File: config.mk
export PLATFORM = sky130hd
export DESIGN_NAME = pulse_stretcher
export DESIGN_NICKNAME = d
export VERILOG_FILES = /design/src/rtl/pulse_stretcher_pkg.sv /design/src/rtl/pulse_stretcher.sv
export SDC_FILE = /design/constraint.sdc
export NUM_CORES = 1
export LEC_CHECK = 0
export ABC_AREA = 1
export CAP_MARGIN = 5
export CELL_PAD_IN_SITES_DETAIL_PLACEMENT = 1
export CELL_PAD_IN_SITES_GLOBAL_PLACEMENT = 1
export CORE_MARGIN = 5
export CORE_UTILIZATION = 30
export CTS_CLUSTER_DIAMETER = 100
export CTS_CLUSTER_SIZE = 8
export DETAILED_ROUTE_END_ITERATION = 10
export GPL_ROUTABILITY_DRIVEN = 0
export PLACE_DENSITY_LB_ADDON = 0.1
export SYNTH_ARGS = -nofsm -noshare
export SYNTH_HDL_FRONTEND = slang
export SYNTH_SLANG_ARGS = --single-unit
export TNS_END_PERCENT = 100
File: constraint.sdc
create_clock -name clk_i -period 2.8 [get_ports clk_i]
set_input_delay 0.84 -clock clk_i [delete_from_list [all_inputs] [get_ports clk_i]]
set_output_delay 0.84 -clock clk_i [all_outputs]
set_load 0.01 [all_outputs]
File: src/rtl/pulse_stretcher_pkg.sv
// rtl/pulse_stretcher_pkg.sv - shared state encoding and sizing helpers for the pulse stretcher
package pulse_stretcher_pkg;

  typedef enum logic [1:0] {
    ST_IDLE = 2'd0,
    ST_HOLD = 2'd1,
    ST_GAP  = 2'd2
  } ps_state_e;

  function automatic int ps_max(input int a, input int b);
    return (a > b) ? a : b;
  endfunction

endpackage

File: src/rtl/pulse_stretcher.sv
// rtl/pulse_stretcher.sv - stretches single-cycle requests into HOLD-high / GAP-low bursts
// with a saturating queue of pending requests and a sticky overflow flag.
module pulse_stretcher
  import pulse_stretcher_pkg::*;
#(
  parameter int HOLD_CYCLES = 4,
  parameter int GAP_CYCLES  = 2,
  parameter int DEPTH       = 3
) (
  input  logic                       clk_i,
  input  logic                       rst_ni,
  input  logic                       pulse_i,
  input  logic                       ovf_clr_i,
  output logic                       level_o,
  output logic                       busy_o,
  output logic [$clog2(DEPTH+1)-1:0] pending_o,
  output logic                       overflow_o
);

  localparam int CW = $clog2(ps_max(HOLD_CYCLES, GAP_CYCLES) + 1);
  localparam int PW = $clog2(DEPTH + 1);

  localparam logic [CW-1:0] HOLD_INIT = CW'(HOLD_CYCLES - 1);
  localparam logic [CW-1:0] GAP_INIT  = CW'(GAP_CYCLES - 1);
  localparam logic [PW-1:0] PEND_MAX  = PW'(DEPTH);

  ps_state_e     state_q, state_d;
  logic [CW-1:0] cnt_q, cnt_d;
  logic [PW-1:0] pend_q, pend_d;
  logic          ovf_q, ovf_d;
  logic          level_q, level_d;

  logic gap_end;
  logic take;
  logic inc;
  logic dec;
  logic drop;

  always_comb begin
    state_d = state_q;
    cnt_d   = cnt_q;
    pend_d  = pend_q;
    ovf_d   = ovf_q;
    gap_end = (state_q == ST_GAP) && (cnt_q == '0);
    dec     = 1'b0;

    case (state_q)
      ST_IDLE: begin
        if (pulse_i) begin
          state_d = ST_HOLD;
          cnt_d   = HOLD_INIT;
        end
      end
      ST_HOLD: begin
        if (cnt_q == '0) begin
          state_d = ST_GAP;
          cnt_d   = GAP_INIT;
        end else begin
          cnt_d = cnt_q - CW'(1);
        end
      end
      ST_GAP: begin
        if (cnt_q == '0) begin
          // A request arriving on the last gap cycle is consumed by the next burst directly.
          if ((pend_q != '0) || pulse_i) begin
            state_d = ST_HOLD;
            cnt_d   = HOLD_INIT;
            dec     = (pend_q != '0) && !pulse_i;
          end else begin
            state_d = ST_IDLE;
          end
        end else begin
          cnt_d = cnt_q - CW'(1);
        end
      end
      default: begin
        state_d = ST_IDLE;
        cnt_d   = '0;
      end
    endcase

    take = pulse_i && (state_q != ST_IDLE) && !gap_end;
    drop = take && (pend_q == PEND_MAX);
    inc  = take && (pend_q != PEND_MAX);

    if (inc) begin
      pend_d = pend_q + PW'(1);
    end else if (dec) begin
      pend_d = pend_q - PW'(1);
    end

    if (drop) begin
      ovf_d = 1'b1;
    end else if (ovf_clr_i) begin
      ovf_d = 1'b0;
    end

    level_d = (state_d == ST_HOLD);
  end

  always_ff @(posedge clk_i or negedge rst_ni) begin
    if (!rst_ni) begin
      state_q <= ST_IDLE;
      cnt_q   <= '0;
      pend_q  <= '0;
      ovf_q   <= 1'b0;
      level_q <= 1'b0;
    end else begin
      state_q <= state_d;
      cnt_q   <= cnt_d;
      pend_q  <= pend_d;
      ovf_q   <= ovf_d;
      level_q <= level_d;
    end
  end

  assign level_o    = level_q;
  assign busy_o     = (state_q != ST_IDLE);
  assign pending_o  = pend_q;
  assign overflow_o = ovf_q;

endmodule

==> results of run 1 <==
-- state kept, by name, indices dropped and copies added, names as in the netlist --
| signal | count |
|---|---|
| state_q | 2 |
| cnt_q | 3 |
| level_o | 1 |
| pending_o | 2 |
| overflow_o | 1 |
-- routing by layer --
layer  vias to the layer above  track usage [%]
li1                        246                -
met2                         9             16.3
met4                         0             2.62
met3                         0             6.30
met1                       212             12.8
met5                         -                0
-- critical path: stages (launching register included) --
cell and delay, ps:
dfrtp_1 420, inv_1 80, nand2_1 120, clkdlybuf4s50_1 550
-- kinds of logic after synthesis --
family                 share of synthesized area, %
AOI/OAI and AO/OA                              10.6
and+or+nand+nor                                38.4
DFF                                            43.2
buffers and inverters                          7.91
-- cell type report --
type | instances | area share, %
multi-input cells | 50 | 39.3
inverters | 11 | 6.36
repair buffers | 8 | 12.3
well taps | 17 | 3.28
clock buffers | 4 | 4.05
flip-flops and latches | 9 | 34.7
-- cell usage in the layout, fill, tap and decap left out --
cell type,count
o21bai_4,1
inv_1,10
nor2_4,2
o211ai_1,1
nor2_1,8
a22oi_1,1
clkbuf_1,1
nand3_4,1
o22ai_1,1
dfrtp_1,9
nand2_1,25
inv_2,1
a21oi_1,2
clkdlybuf4s50_1,8
clkbuf_4,3
nand3_1,6
nand4_1,1
o21ai_0,1
-- metrics by stage --
stage / setup slack, ps / instances / instance area (µm²) / utilization, % / hold slack [ps]
after CTS: 504 / 99 / 649 / 38.4 / 518
after global placement: 814 / 95 / 623 / 36.9 / 485
after global routing: 449 / 99 / 649 / 38.4 / 547
final: 529 / 99 / 649 / 38.4 / 508
after detailed placement: 806 / 95 / 623 / 36.9 / 504
after floorplan: 1370 / 70 / 522 / - / 463
-- how the worst max path moves through the flow --
stage | endpoint | slack [ps] | cells past startpoint
floorplan | busy_o | 1370 | 2
global placement | busy_o | 810 | 3
detailed placement | pending_o[0] | 810 | 6
CTS | busy_o | 500 | 3
global route | busy_o | 450 | 3
finish | busy_o | 530 | 3
-- where the power goes --
part / internal (mW) / switching (mW)
Combinational: 0.155 / 0.207
Clock: 0.0550 / 0.0471
Sequential: 0.186 / 0.0560
Total: 0.396 / 0.310
==> results.md, run 1 <==
- Run status: finished, final reports clean
- Ys async rst share: between 90% and 100%
- Synth top area cells: dfrtp_1, nand2_1, inv_1
- Most instantiated cells after synthesis: nand2_1, inv_1, dfrtp_1, nor2_1, nand3_1
- RR Startpoint: cnt_q[1]
- I/O pin count: 9
- Antenna violation net count after detailed routing: 0
- Clk Latency, worst-skew pair: 260 ps
- Clock buffer depth: 2
- EDFF count, synth: 0
- Worst Hold Launch: cnt_q[2]
- DR vias/cell: 4.72
- First-pass GRT wire length: approximately 2100 µm
- Final hold violation count: 0
- Fmax: around 440 MHz
- Crit path launch type: register
- Worst min-delay path category: register to register
- Hold Crit Endpoint: cnt_q[2]
- Overflow left after global routing: 0
- Critical path type: register to primary output
- Max FO, Critical Path: 4
- Worst relative slew slack: between 70% and 80%
- Flop-to-flop setup slack: roughly 1600 ps
- Die area: 2670 µm²
- Setup Buffers After CTS: 0
- Worst setup EP type: primary output
- DRT iter0 DRCs: 7
- Reg area: 225 µm²
- VDD IR max: ~0.40 mV
- Die width: 51.7 µm
- H-tree lvl count: 1
- TritonCTS Buffers: 3
- Primary FF master, synth: dfrtp_1
- Vias: around 470
- Num rows: 15
- Cell taking the most area after synthesis: dfrtp_1
- Top-count cell post-synth: nand2_1
- Max Clock Skew: approximately 5.5 ps
- Fin crit period: about 2300 ps
- Terminus of the critical flop-to-flop path: pending_o[0]
- Die span in y: between 50 and 60 µm
- CTS Hold Bufs: 0
- CTS sink cnt: 9
- Routed len/inst: approximately 12 µm
- WL met1: 543 µm
- Top Layer Used: met3
- Vias in the first global route: approximately 500
- Maximum number of pins on one net before global-route repair: 10
- Layout cell share with drive strength beyond 1: 9.76%
- Post-Syn Area: about 520 µm²
- Setup_tns: 0 ps
- Nets@finish: a little under 90
- WP data arrival: around 1400 ps
- Antenna Cells: 0
- Total power: about 0.7 mW
- Detailed Place HPWL: ~950 µm
- Avg Synthesized Cell Area: 7.45 µm²
- Seq cells post-synth: 9
- Synth Net Count: 74
- Sequential share of the synthesized area: between 40 and 50%
- YS warnings: 0
- Root Driver: clkbuf_4
- Core area: roughly 1700 µm²
- Final period util: 81.1%
- RSZ-0062 raised after global routing: no
- LEAKAGE: around 0.31 nW
- Initial Util: 30.9%
- Power density over cell area: around 1100 nW/µm²
- Worst r2r path cells: 6
- Pins Over Slew Limit: 0
- Area growth syn-to-layout: 24.5%
- All-Layer GR Usage: 10.7%
- Metal3 WL: 83 µm
- TritonCTS clock tree: built
- PortBufs: 8
- Fillcell total: approximately 220
- Clock-pin transition on the worst setup and hold timing paths: approximately 60 ps
- Share of the synthesized area in the top cell type: ~43%
- DRT Wirelength: about 1200 µm
- Initial antenna violation count: 0
- Hold path depth: 2
- Resized Gates After CTS: 0
- Multi-input logic area: between 200 and 300 µm²
- Met2 wire len: ~530 µm
- Final setup violation count: 0
- Syn Inst Count: 70
- Drt pass-1 iters: 4
- Max-cap viol count: 0
- CP Launch Point: state_q[0]
- CP required: slightly below 2000 ps
- Drt drc: 0
- Actual slew at the worst max-slew pin: about 430 ps
- Unique masters post-synth: 15
Note: power is estimated with default switching activity, not from simulation.
==> run 2, diff against run 1 <==
==> constraint.sdc (replaced) <==
create_clock -name clk_i -period 2.2 [get_ports clk_i]
set_input_delay 0.66 -clock clk_i [delete_from_list [all_inputs] [get_ports clk_i]]
set_output_delay 0.66 -clock clk_i [all_outputs]
set_load 0.01 [all_outputs]
==> results of run 2 <==
The final DEF is identical to that of run 1. Status: finished, final reports clean.
Among the figures that moved: setup slack after placement 806 ps -> 386 ps; setup slack after layout 529 ps -> 109 ps; register-to-register setup slack 1600 ps -> 1000 ps; total power 0.706 mW -> 0.899 mW; worst IR drop on VDD 0.403 mV -> 0.513 mV
==> run 3, diff against run 2 <==
--- a/config.mk
+++ b/config.mk
@@ -5,7 +5,6 @@
 export SDC_FILE = /design/constraint.sdc
 export NUM_CORES = 1
 export LEC_CHECK = 0
-export ABC_AREA = 1
 export CAP_MARGIN = 5
 export CELL_PAD_IN_SITES_DETAIL_PLACEMENT = 1
 export CELL_PAD_IN_SITES_GLOBAL_PLACEMENT = 1
==> results.md, run 3 <==
- CTS Hold Bufs: 0 (unchanged)
- DRT iter0 DRCs: 8 (+1)
- RSZ-0062 raised after global routing: no
- Clock buffer depth: 2 (unchanged)
- Post-Syn Area: 532 µm² (+1.9%)
- Antenna violation net count after detailed routing: 0 (unchanged)
- Layout cell share with drive strength beyond 1: 16.9% (+7.2 points)
- Drt drc: 0 (unchanged)
- TritonCTS clock tree: built
- H-tree lvl count: 1 (unchanged)
- EDFF count, synth: 0 (unchanged)
- Core area: 1710 µm² (+1.1%)
- Critical path type: register to primary output
- Actual slew at the worst max-slew pin: 468 ps (+42.2 ps)
- Total power: about 0.89 mW
- CP required: ~1500 ps
- Cell taking the most area after synthesis: dfrtp_1
- Final hold violation count: 0 (unchanged)
- YS warnings: 0 (unchanged)
- Run status: finished, final reports clean
- CP bufs+invs: 1 (-1)
- All-Layer GR Usage: 11.9% (+1.2 points)
- Vias in the first global route: 481 (-3.4%)
- Most instantiated cells after synthesis: dfrtp_1, nand2_1, a21oi_1
- Setup_tns: 0 ps (unchanged)
- Worst relative slew slack: 68.6% (-2.9 points)
- DP Cell Count: 86 (-9.5%)
- Avg Synthesized Cell Area: 9.85 µm² (+32%)
- PortBufs: 8 (unchanged)
- Maximum number of pins on one net before global-route repair: 15 (+5)
- Share of the synthesized area in the top cell type: 42.4% (-0.81 points)
- Nets@finish: 70 (-20%)
- Top-count cell post-synth: dfrtp_1
- Multi-input logic area: 275 µm² (+7.8%)
- Antenna Cells: 0 (unchanged)
- Commonest cells after routing, fill and taps aside: dfrtp_1, clkdlybuf4s50_1, nand2_1
- Clock-pin transition on the worst setup and hold timing paths: 70 ps (about the same)
- Area growth syn-to-layout: 25.2%
- Final setup violation count: 0 (unchanged)
- Crit path launch type: register
- TritonCTS Buffers: 3 (unchanged)
- CP cell instances: or2_1 > clkdlybuf4s50_1
- Synth Net Count: 58 (-22%)
- Die width: 52.1 µm (+0.76%)
- Final period util: roughly 94%
- Pins Over Slew Limit: 0 (unchanged)
- Initial Util: 31.1% (+0.25 points)
- Initial antenna violation count: 0 (unchanged)
- Most common cell after layout, fill and taps aside: dfrtp_1
- Die span in y: 52.1 µm (+0.76%)
- Drt pass-1 iters: 4 (unchanged)
- Crit path max-delay family: buffers and inverters
- LEAKAGE: 0.253 nW (-19%)
- Fmax: 486 MHz
- Synth top area cells: dfrtp_1, a221oi_1, o22a_1
- Top reg by flops: cnt_q
- Power density over cell area: approximately 1300 nW/µm²
- I/O pin count: 9 (unchanged)
- First-pass GRT wire length: 2300 µm (+10%)
- Reg area: 225 µm² (unchanged)
- Detailed Place HPWL: 901 µm (-4.7%)
- Num rows: 15 (unchanged)
- Fillcell total: 201 (-8.2%)
- Worst min-delay path category: register to register
- Slowest stage delay, CP: 490 ps (-60 ps)
- Fin crit period: between 2000 and 2500 ps
- Max-cap viol count: 0 (unchanged)
- Worst setup EP type: primary output
- WP data arrival: 1400 ps (-30 ps)
- Primary FF master, synth: dfrtp_1
- Vias: 470 (+0.64%)
- Overflow left after global routing: 0 (unchanged)
- Placed Area: 638 µm² (+2.4%)
- Max Clock Skew: 1.04 ps (-4.41 ps)
- CTS sink cnt: 9 (unchanged)
- Final Instance Area: 666 µm² (+2.5%)
- Setup Buffers After CTS: 0 (unchanged)
- Routed len/inst: 14.1 µm (+21%)
- Clk Latency, worst-skew pair: 270 ps (about the same)
- Resized Gates After CTS: 0 (unchanged)
- Layout Cells excl Fill: 90 (-9.1%)
- Unique masters post-synth: 32 (+17)
- Root Driver: clkbuf_4
- Max FO, Critical Path: 3 (-1)
- Worst path slowest cell: clkdlybuf4s50_1
- DR vias/cell: 5.22 (+11%)
- Seq cells post-synth: 9 (unchanged)
- VDD IR max: 0.521 mV
- Die area: 2710 µm² (+1.5%)
- DRT Wirelength: 1270 µm (+10%)
- Syn Inst Count: 54 (-23%)
- Number of flip-flops in the largest register: 3 (unchanged)
- Ys async rst share: 100% (unchanged)
- Sequential share of the synthesized area: 42.4% (-0.81 points)
run 3: report_power, final:
group | leakage (nW) | total (mW) | switching, mW | internal [mW]
sequential | 0.103 | 0.287 | 0.0577 | 0.229
combinational | 0.132 | 0.467 | 0.235 | 0.232
clock | 0.0177 | 0.138 | 0.0706 | 0.0675
total | 0.253 | 0.892 | 0.363 | 0.529
run 3: stage by stage:
stage	util (%)	worst slack [ps]	hold WS [ps]
floorplan	-	850	364
global placement	37.4	220	492
detailed placement	37.4	226	492
CTS	39.0	127	513
global route	39.0	68.2	527
finish	39.0	142	504
run 3: cell type report:
class	instances	area share [%]
clock buffer	3	3.38
clock inverter	1	0.752
inverter	1	0.564
multi-input combinational	40	41.4
sequential	9	33.8
tap	25	4.70
timing repair buffer	11	15.4
run 3: logic make-up (layout without fill, tap and decap cells):
family          after synthesis  count (layout)  share of synthesized area [%]
compound gates               21              21                           28.5
simple gates                 18              18                           21.4
fa+ha+maj                     1               1                           1.88
flops                         9               9                           42.4
buf+inv                       5              16                           5.88
run 3: path summary, 6_finish.rpt:
kind | startpoint | to | slack (ps) | cells after the start
worst min-delay path | overflow_o | overflow_o | 500 | 1
worst min register to register | overflow_o | overflow_o | 500 | 1
min in group asynchronous | rst_ni | overflow_o | 680 | 1
worst max-delay path | state_q[1] | busy_o | 140 | 2
max in group asynchronous | rst_ni | level_o | 1220 | 1
worst max register to register | cnt_q[1] | state_q[0] | 700 | 3
run 3: layer usage:
metal	GRT usage [%]	wire length, µm	part of all wire (%)
met5	0	0	0
met4	9.17	44	3.5
met3	2.58	34	2.7
met2	16.9	588	46
met1	15.4	601	47
